--- src/rtl/cw_index_collector.sv ---
`default_nettype none
// ============================================================================
// Module   : cw_index_collector
// Brief    : Buffers one frame of constant-weight codeword indices, counts its
//            weight and drains it through a valid/read handshake.
//            Optional order check enabled by defining CW_ORDER_CHECK_EN.
// Revision : 1.0 - initial release
// ============================================================================
module cw_index_collector #(
    parameter int IDX_W = 10,
    parameter int DEPTH = 64,
    parameter int CNT_W = 7
) (
    input  logic             clk,
    input  logic             rst_b,
    input  logic [IDX_W-1:0] cw_in,
    input  logic             cw_rdy_in,
    input  logic             cw_done_in,
    input  logic             rd_en,
    output logic [IDX_W-1:0] idx_out,
    output logic             idx_valid,
    output logic [CNT_W-1:0] weight,
    output logic             frame_done,
    output logic             busy,
    output logic             overflow,
    output logic             err_order
);

    localparam int PTR_W = $clog2(DEPTH);
    localparam logic [CNT_W-1:0] c_full_weight = CNT_W'(DEPTH);
    localparam logic [CNT_W-1:0] c_one         = CNT_W'(1);

    typedef enum logic [1:0] {
        ST_IDLE    = 2'd0,
        ST_COLLECT = 2'd1,
        ST_DRAIN   = 2'd2
    } state_t;

    state_t             state_q, state_d;
    logic [CNT_W-1:0]   wr_ptr_q, wr_ptr_d;
    logic [CNT_W-1:0]   rd_ptr_q, rd_ptr_d;
    logic [CNT_W-1:0]   weight_q, weight_d;
    logic               frame_done_q, frame_done_d;
    logic               overflow_q, overflow_d;
    logic [IDX_W-1:0]   mem_q [DEPTH];
    logic               mem_we;
    logic [CNT_W-1:0]   occupancy;
`ifdef CW_ORDER_CHECK_EN
    logic               err_order_q, err_order_d;
    logic [IDX_W-1:0]   last_idx_q, last_idx_d;
`endif

    // Pointers carry one extra wrap bit so a full buffer is distinct from empty;
    // only the low PTR_W bits address the array.
    assign occupancy = wr_ptr_q - rd_ptr_q;
    assign idx_valid = (state_q == ST_DRAIN) && (occupancy != '0);
    assign idx_out   = idx_valid ? mem_q[rd_ptr_q[PTR_W-1:0]] : '0;
    assign weight    = weight_q;
    assign frame_done = frame_done_q;
    assign busy      = (state_q != ST_IDLE);
    assign overflow  = overflow_q;
`ifdef CW_ORDER_CHECK_EN
    assign err_order = err_order_q;
`else
    assign err_order = 1'b0;
`endif

    always_comb begin
        state_d      = state_q;
        wr_ptr_d     = wr_ptr_q;
        rd_ptr_d     = rd_ptr_q;
        weight_d     = weight_q;
        frame_done_d = 1'b0;
        overflow_d   = overflow_q;
        mem_we       = 1'b0;
`ifdef CW_ORDER_CHECK_EN
        err_order_d  = err_order_q;
        last_idx_d   = last_idx_q;
`endif
        unique case (state_q)
            ST_IDLE: begin
                if (cw_rdy_in) begin
                    mem_we     = 1'b1;
                    wr_ptr_d   = wr_ptr_q + c_one;
                    weight_d   = c_one;
                    overflow_d = 1'b0;
`ifdef CW_ORDER_CHECK_EN
                    err_order_d = 1'b0;
                    last_idx_d  = cw_in;
`endif
                    state_d    = cw_done_in ? ST_DRAIN : ST_COLLECT;
                end else if (cw_done_in) begin
                    weight_d     = '0;
                    frame_done_d = 1'b1;
                end
            end
            ST_COLLECT: begin
                if (cw_rdy_in) begin
                    if (weight_q == c_full_weight) begin
                        overflow_d = 1'b1;
                    end else begin
                        mem_we   = 1'b1;
                        wr_ptr_d = wr_ptr_q + c_one;
                        weight_d = weight_q + c_one;
`ifdef CW_ORDER_CHECK_EN
                        if (cw_in <= last_idx_q) err_order_d = 1'b1;
                        last_idx_d = cw_in;
`endif
                    end
                end
                if (cw_done_in) state_d = ST_DRAIN;
            end
            ST_DRAIN: begin
                if (cw_rdy_in) overflow_d = 1'b1;
                if (rd_en && idx_valid) begin
                    rd_ptr_d = rd_ptr_q + c_one;
                    if (occupancy == c_one) begin
                        frame_done_d = 1'b1;
                        state_d      = ST_IDLE;
                    end
                end
            end
            default: state_d = ST_IDLE;
        endcase
    end

    always_ff @(posedge clk) begin
        if (rst_b) begin
            state_q      <= ST_IDLE;
            wr_ptr_q     <= '0;
            rd_ptr_q     <= '0;
            weight_q     <= '0;
            frame_done_q <= 1'b0;
            overflow_q   <= 1'b0;
`ifdef CW_ORDER_CHECK_EN
            err_order_q  <= 1'b0;
            last_idx_q   <= '0;
`endif
        end else begin
            state_q      <= state_d;
            wr_ptr_q     <= wr_ptr_d;
            rd_ptr_q     <= rd_ptr_d;
            weight_q     <= weight_d;
            frame_done_q <= frame_done_d;
            overflow_q   <= overflow_d;
`ifdef CW_ORDER_CHECK_EN
            err_order_q  <= err_order_d;
            last_idx_q   <= last_idx_d;
`endif
        end
    end

    // Data array needs no reset: entries are only visible while idx_valid.
    always_ff @(posedge clk) begin
        if (mem_we && !rst_b) mem_q[wr_ptr_q[PTR_W-1:0]] <= cw_in;
    end

endmodule
`default_nettype wire

--- config.mk ---
export PLATFORM = sky130hd
export DESIGN_NAME = cw_index_collector
export DESIGN_NICKNAME = d
export VERILOG_FILES = /design/src/rtl/cw_index_collector.sv
export SDC_FILE = /design/constraint.sdc
export NUM_CORES = 1
export LEC_CHECK = 0
export BUFFER_PORTS_ARGS = -buffer_cell sky130_fd_sc_hd__buf_2
export CAP_MARGIN = 20
export CORE_UTILIZATION = 56
export CTS_CLUSTER_DIAMETER = 60
export DETAILED_ROUTE_END_ITERATION = 10
export GPL_ROUTABILITY_DRIVEN = 0
export PLACE_DENSITY = 0.83
export SLEW_MARGIN = 5
export SYNTH_ARGS = -nofsm -noshare
export SYNTH_HDL_FRONTEND = slang
export SYNTH_SLANG_ARGS = --single-unit
--- constraint.sdc ---
create_clock -name clk -period 2.8 [get_ports clk]
set_input_delay 0.56 -clock clk [delete_from_list [all_inputs] [get_ports clk]]
set_output_delay 0.56 -clock clk [all_outputs]
set_load 0.005 [all_outputs]
==> metrics.csv <==
metric,value,unit
outcome,finished with violations,
violations,"design-rule violations, negative setup slack",
setup_viol,11,
wl,69300,µm
die_area,0.0485,mm²
fmax,277,MHz
maxCapViolCount,0,
filler_cell_count,2685,
grt_pass1_vias,15500,
synth_area,0.0267,mm²
antenna_left,0,
holdPathEnd,wr_ptr_q[1],
clkTransAtPathRegs,0.06,ns
route.detailed.drc,3,
cp_slowest_cell,mux4_2,
worst_skew_pair.late_latency,0.62,ns
cts_buffer_depth,3,
hp-start,rst_b,
max_slew_margin,0.351,
synth-async-reset-ratio,0,
synth_largest_area_cell,edfxtp_1,
p_leak,10.2,nW
hold_ws,0.271,ns
worst-path-buf-inv,3,
ios,37,
ys_top_cells_by_area,"edfxtp_1 (72%), mux4_2 (11%), mux2i_1 (3.5%)",
antenna_found_initial,2,
viasPerCell,6.64,
cts_buffers,66,
ys.warnings.count,0,
grt_pass1_wl,101000,µm
areaGrowthSynthToFinish,18.7,%
drt_iter0_drc,2421,
synth_ff_type,edfxtp_1,
cp_top_family,multiplexers,
rr_worst_depth,11,
powerDensity,724,mW/mm²
synth_cells,1444,
die_x,220,µm
grt_max_degree,65,
htreeDepth,3,
initial_utilization,0.571,
floorplan.rows,79,
end_kind,primary output,
yosysSeqAreaShare,0.744,
port_buffers,35,
path_class,flop to primary output,
r2r_start,wr_ptr_q[0],
fin_crit,3.61,ns
finalHoldViolations,0,
synth_cell_types,56,
rrSetupSlack,0.13,ns
routed-via-count,15500,
synth-seq-cells,671,
cts_tree,yes,
die_h,220,µm
track_usage,0.292,
skew,0.0285,ns
dpl.hpwl,39600,µm
clockRootBuffer,clkbuf_16,
hold-path-cell-count,2,
hold_class,input pin to flop,
wl_per_cell,29.7,µm
tns,-7.72,ns
ir_worst_vdd,0.411,mV
arrival,3.05,ns
path_common_cell,mux4_2,
design.core.area,0.0468,mm²
worst_pin_slew,0.974,ns
netlist.area_leader.share,0.720,
worstPathRequired,2.24,ns
syn_area_per_cell,18.5,µm²
cp_max_fo,6,
globalRoute.totalOverflow,0,
rsz0062_at_grt,yes,
drt_pass1_iterations,11,
insertedDiodeCount,0,
final_layout_size_suffix_gt1_frac,0.300,
nets,1705,
path_cells,"buf_12, buf_16, mux4_2, mux4_2, nand2_2, nand3_2, and3_4, buf_6",
startpoint_type,flop,
mappedNetlistNets,1474,
fin_ws,-0.807,ns
fin_crit_sh,1.29,
synth_edf_count,640,
maxSlewViolCount,0,
cts_sinks,671,
holdBufCountCts,0,
slowest_delay,0.59,ns
-- power breakdown --
group	internal (mW)	leakage, nW	switching, mW	total (mW)
logic	1.52	3.20	1.51	3.03
clock network	4.99	1.02	3.78	8.77
registers	11.1	6.01	0.0528	11.1
total	17.6	10.2	5.35	22.9
-- stage by stage --
step                      total power [mW]  cell area (µm²)  worst slack [ns]  utilization  cells
after floorplan                       12.8            26700          -0.00274            -   1444
after global placement                13.7            28900            -0.114        0.617   2181
after detailed placement              13.8            28900            -0.170        0.617   2181
after CTS                             22.7            31400            -0.774        0.672   2315
after global routing                  23.5            31700            -0.803        0.677   2332
final                                 22.9            31700            -0.807        0.677   2332
-- area by class of cell --
| type | instances | area (µm²) | share of cell area |
|---|---|---|---|
| tap | 607 | 759 | 0.0240 |
| sequential | 671 | 19900 | 0.627 |
| clock inverter | 37 | 370 | 0.0117 |
| multi-input combinational | 676 | 6640 | 0.210 |
| timing repair buffer | 239 | 2240 | 0.0706 |
| inverter | 21 | 78.8 | 0.00249 |
| clock buffer | 81 | 1730 | 0.0546 |
-- placed cells by master, fill, tap and decap left out, types with 5 or more instances in the layout --
cell type and count:
buf_12 26, nor2_1 101, buf_6 13, nand3_2 10, inv_1 19, a221oi_1 13, buf_2 26, dfxtp_1 25
clkbuf_16 68, mux4_2 129, nand3_1 40, clkinv_1 17, nand2b_1 5, edfxtp_1 640, xor2_1 7, nand2_2 10
o2111ai_1 8, nor3_1 5, nand2_1 85, buf_4 166, ha_1 10, mux2_1 7, a22oi_1 16, clkbuf_1 14
and3_4 10, clkinv_2 6, nand4_1 9, a21oi_1 28, bufinv_16 6, mux2i_1 92, nor2b_1 8, buf_16 5
o21ai_0 9
-- state kept, by name (all words and copies together), names as in the netlist, named ones only --
name and flops:
frame_done 1, state_q 2, overflow 1, weight 7, wr_ptr_q 7, rd_ptr_q 7
mem_q 640
-- layer usage --
layer | track usage | part of all wire | vias up | wire length, µm
met3 | 0.0608 | 0.12 | 204 | 8300
li1 | - | - | 6252 | -
met2 | 0.477 | 0.49 | 1263 | 33900
met5 | 0 | 0.00012 | - | 8
met1 | 0.380 | 0.35 | 7770 | 24000
met4 | 0.132 | 0.045 | 2 | 3090
-- Yosys cell counts (all sizes together), types with 2 or more instances --
cell	count
a21oi	32
a22oi	18
nand3	50
nand2	95
clkbuf	28
nor2b	9
xor2	8
nor4	3
nor2	102
inv	21
mux4	129
mux2i	93
a221oi	13
buf	48
nand3b	4
a211o	2
nand2b	5
a31oi	5
xnor2	4
or3	4
a311o	2
nor3	5
or3b	2
edfxtp	640
nand4	9
o2111ai	9
and2	4
a22o	2
o21ai	10
and3	13
o211ai	4
dfxtp	31
o21a	2
mux2	8
a211oi	3
ha	14
-- kinds of logic (layout without fill, tap and decap cells) --
family,count (synthesis),after routing,share of synthesized area
AO/OA/AOI/OAI,112,112,0.0294
buffers and inverters,97,378,0.0167
multiplexers,230,230,0.147
AND/OR/NAND/NOR,306,306,0.0517
adder cells (fa/ha/maj),15,15,0.00732
other,1,1,0.000141
flip-flops,671,671,0.744
XOR/XNOR,12,12,0.00394
-- how the worst max path moves through the flow --
stage | from | depth (start not counted) | endpoint | slack, ns
finish | flop | 8 | idx_out[2] | -0.81
global route | wr_ptr_q[0] | 11 | idx_out[1] | -0.80
CTS | flop | 9 | idx_out[8] | -0.77
detailed placement | weight[0] | 8 | mem_q[34][0] | -0.17
global placement | flop | 8 | idx_out[3] | -0.11
floorplan | wr_ptr_q[0] | 10 | idx_out[1] | -0.003
-- repair_timing --
action / CTS / global route
resized for setup: 58 / 15
cloned: 2 / 1
buffers inserted: 15 / 16
endpoints found under the setup margin: 171 / 141
pin swaps: 21 / 13
(Power assumes the default switching activity.)
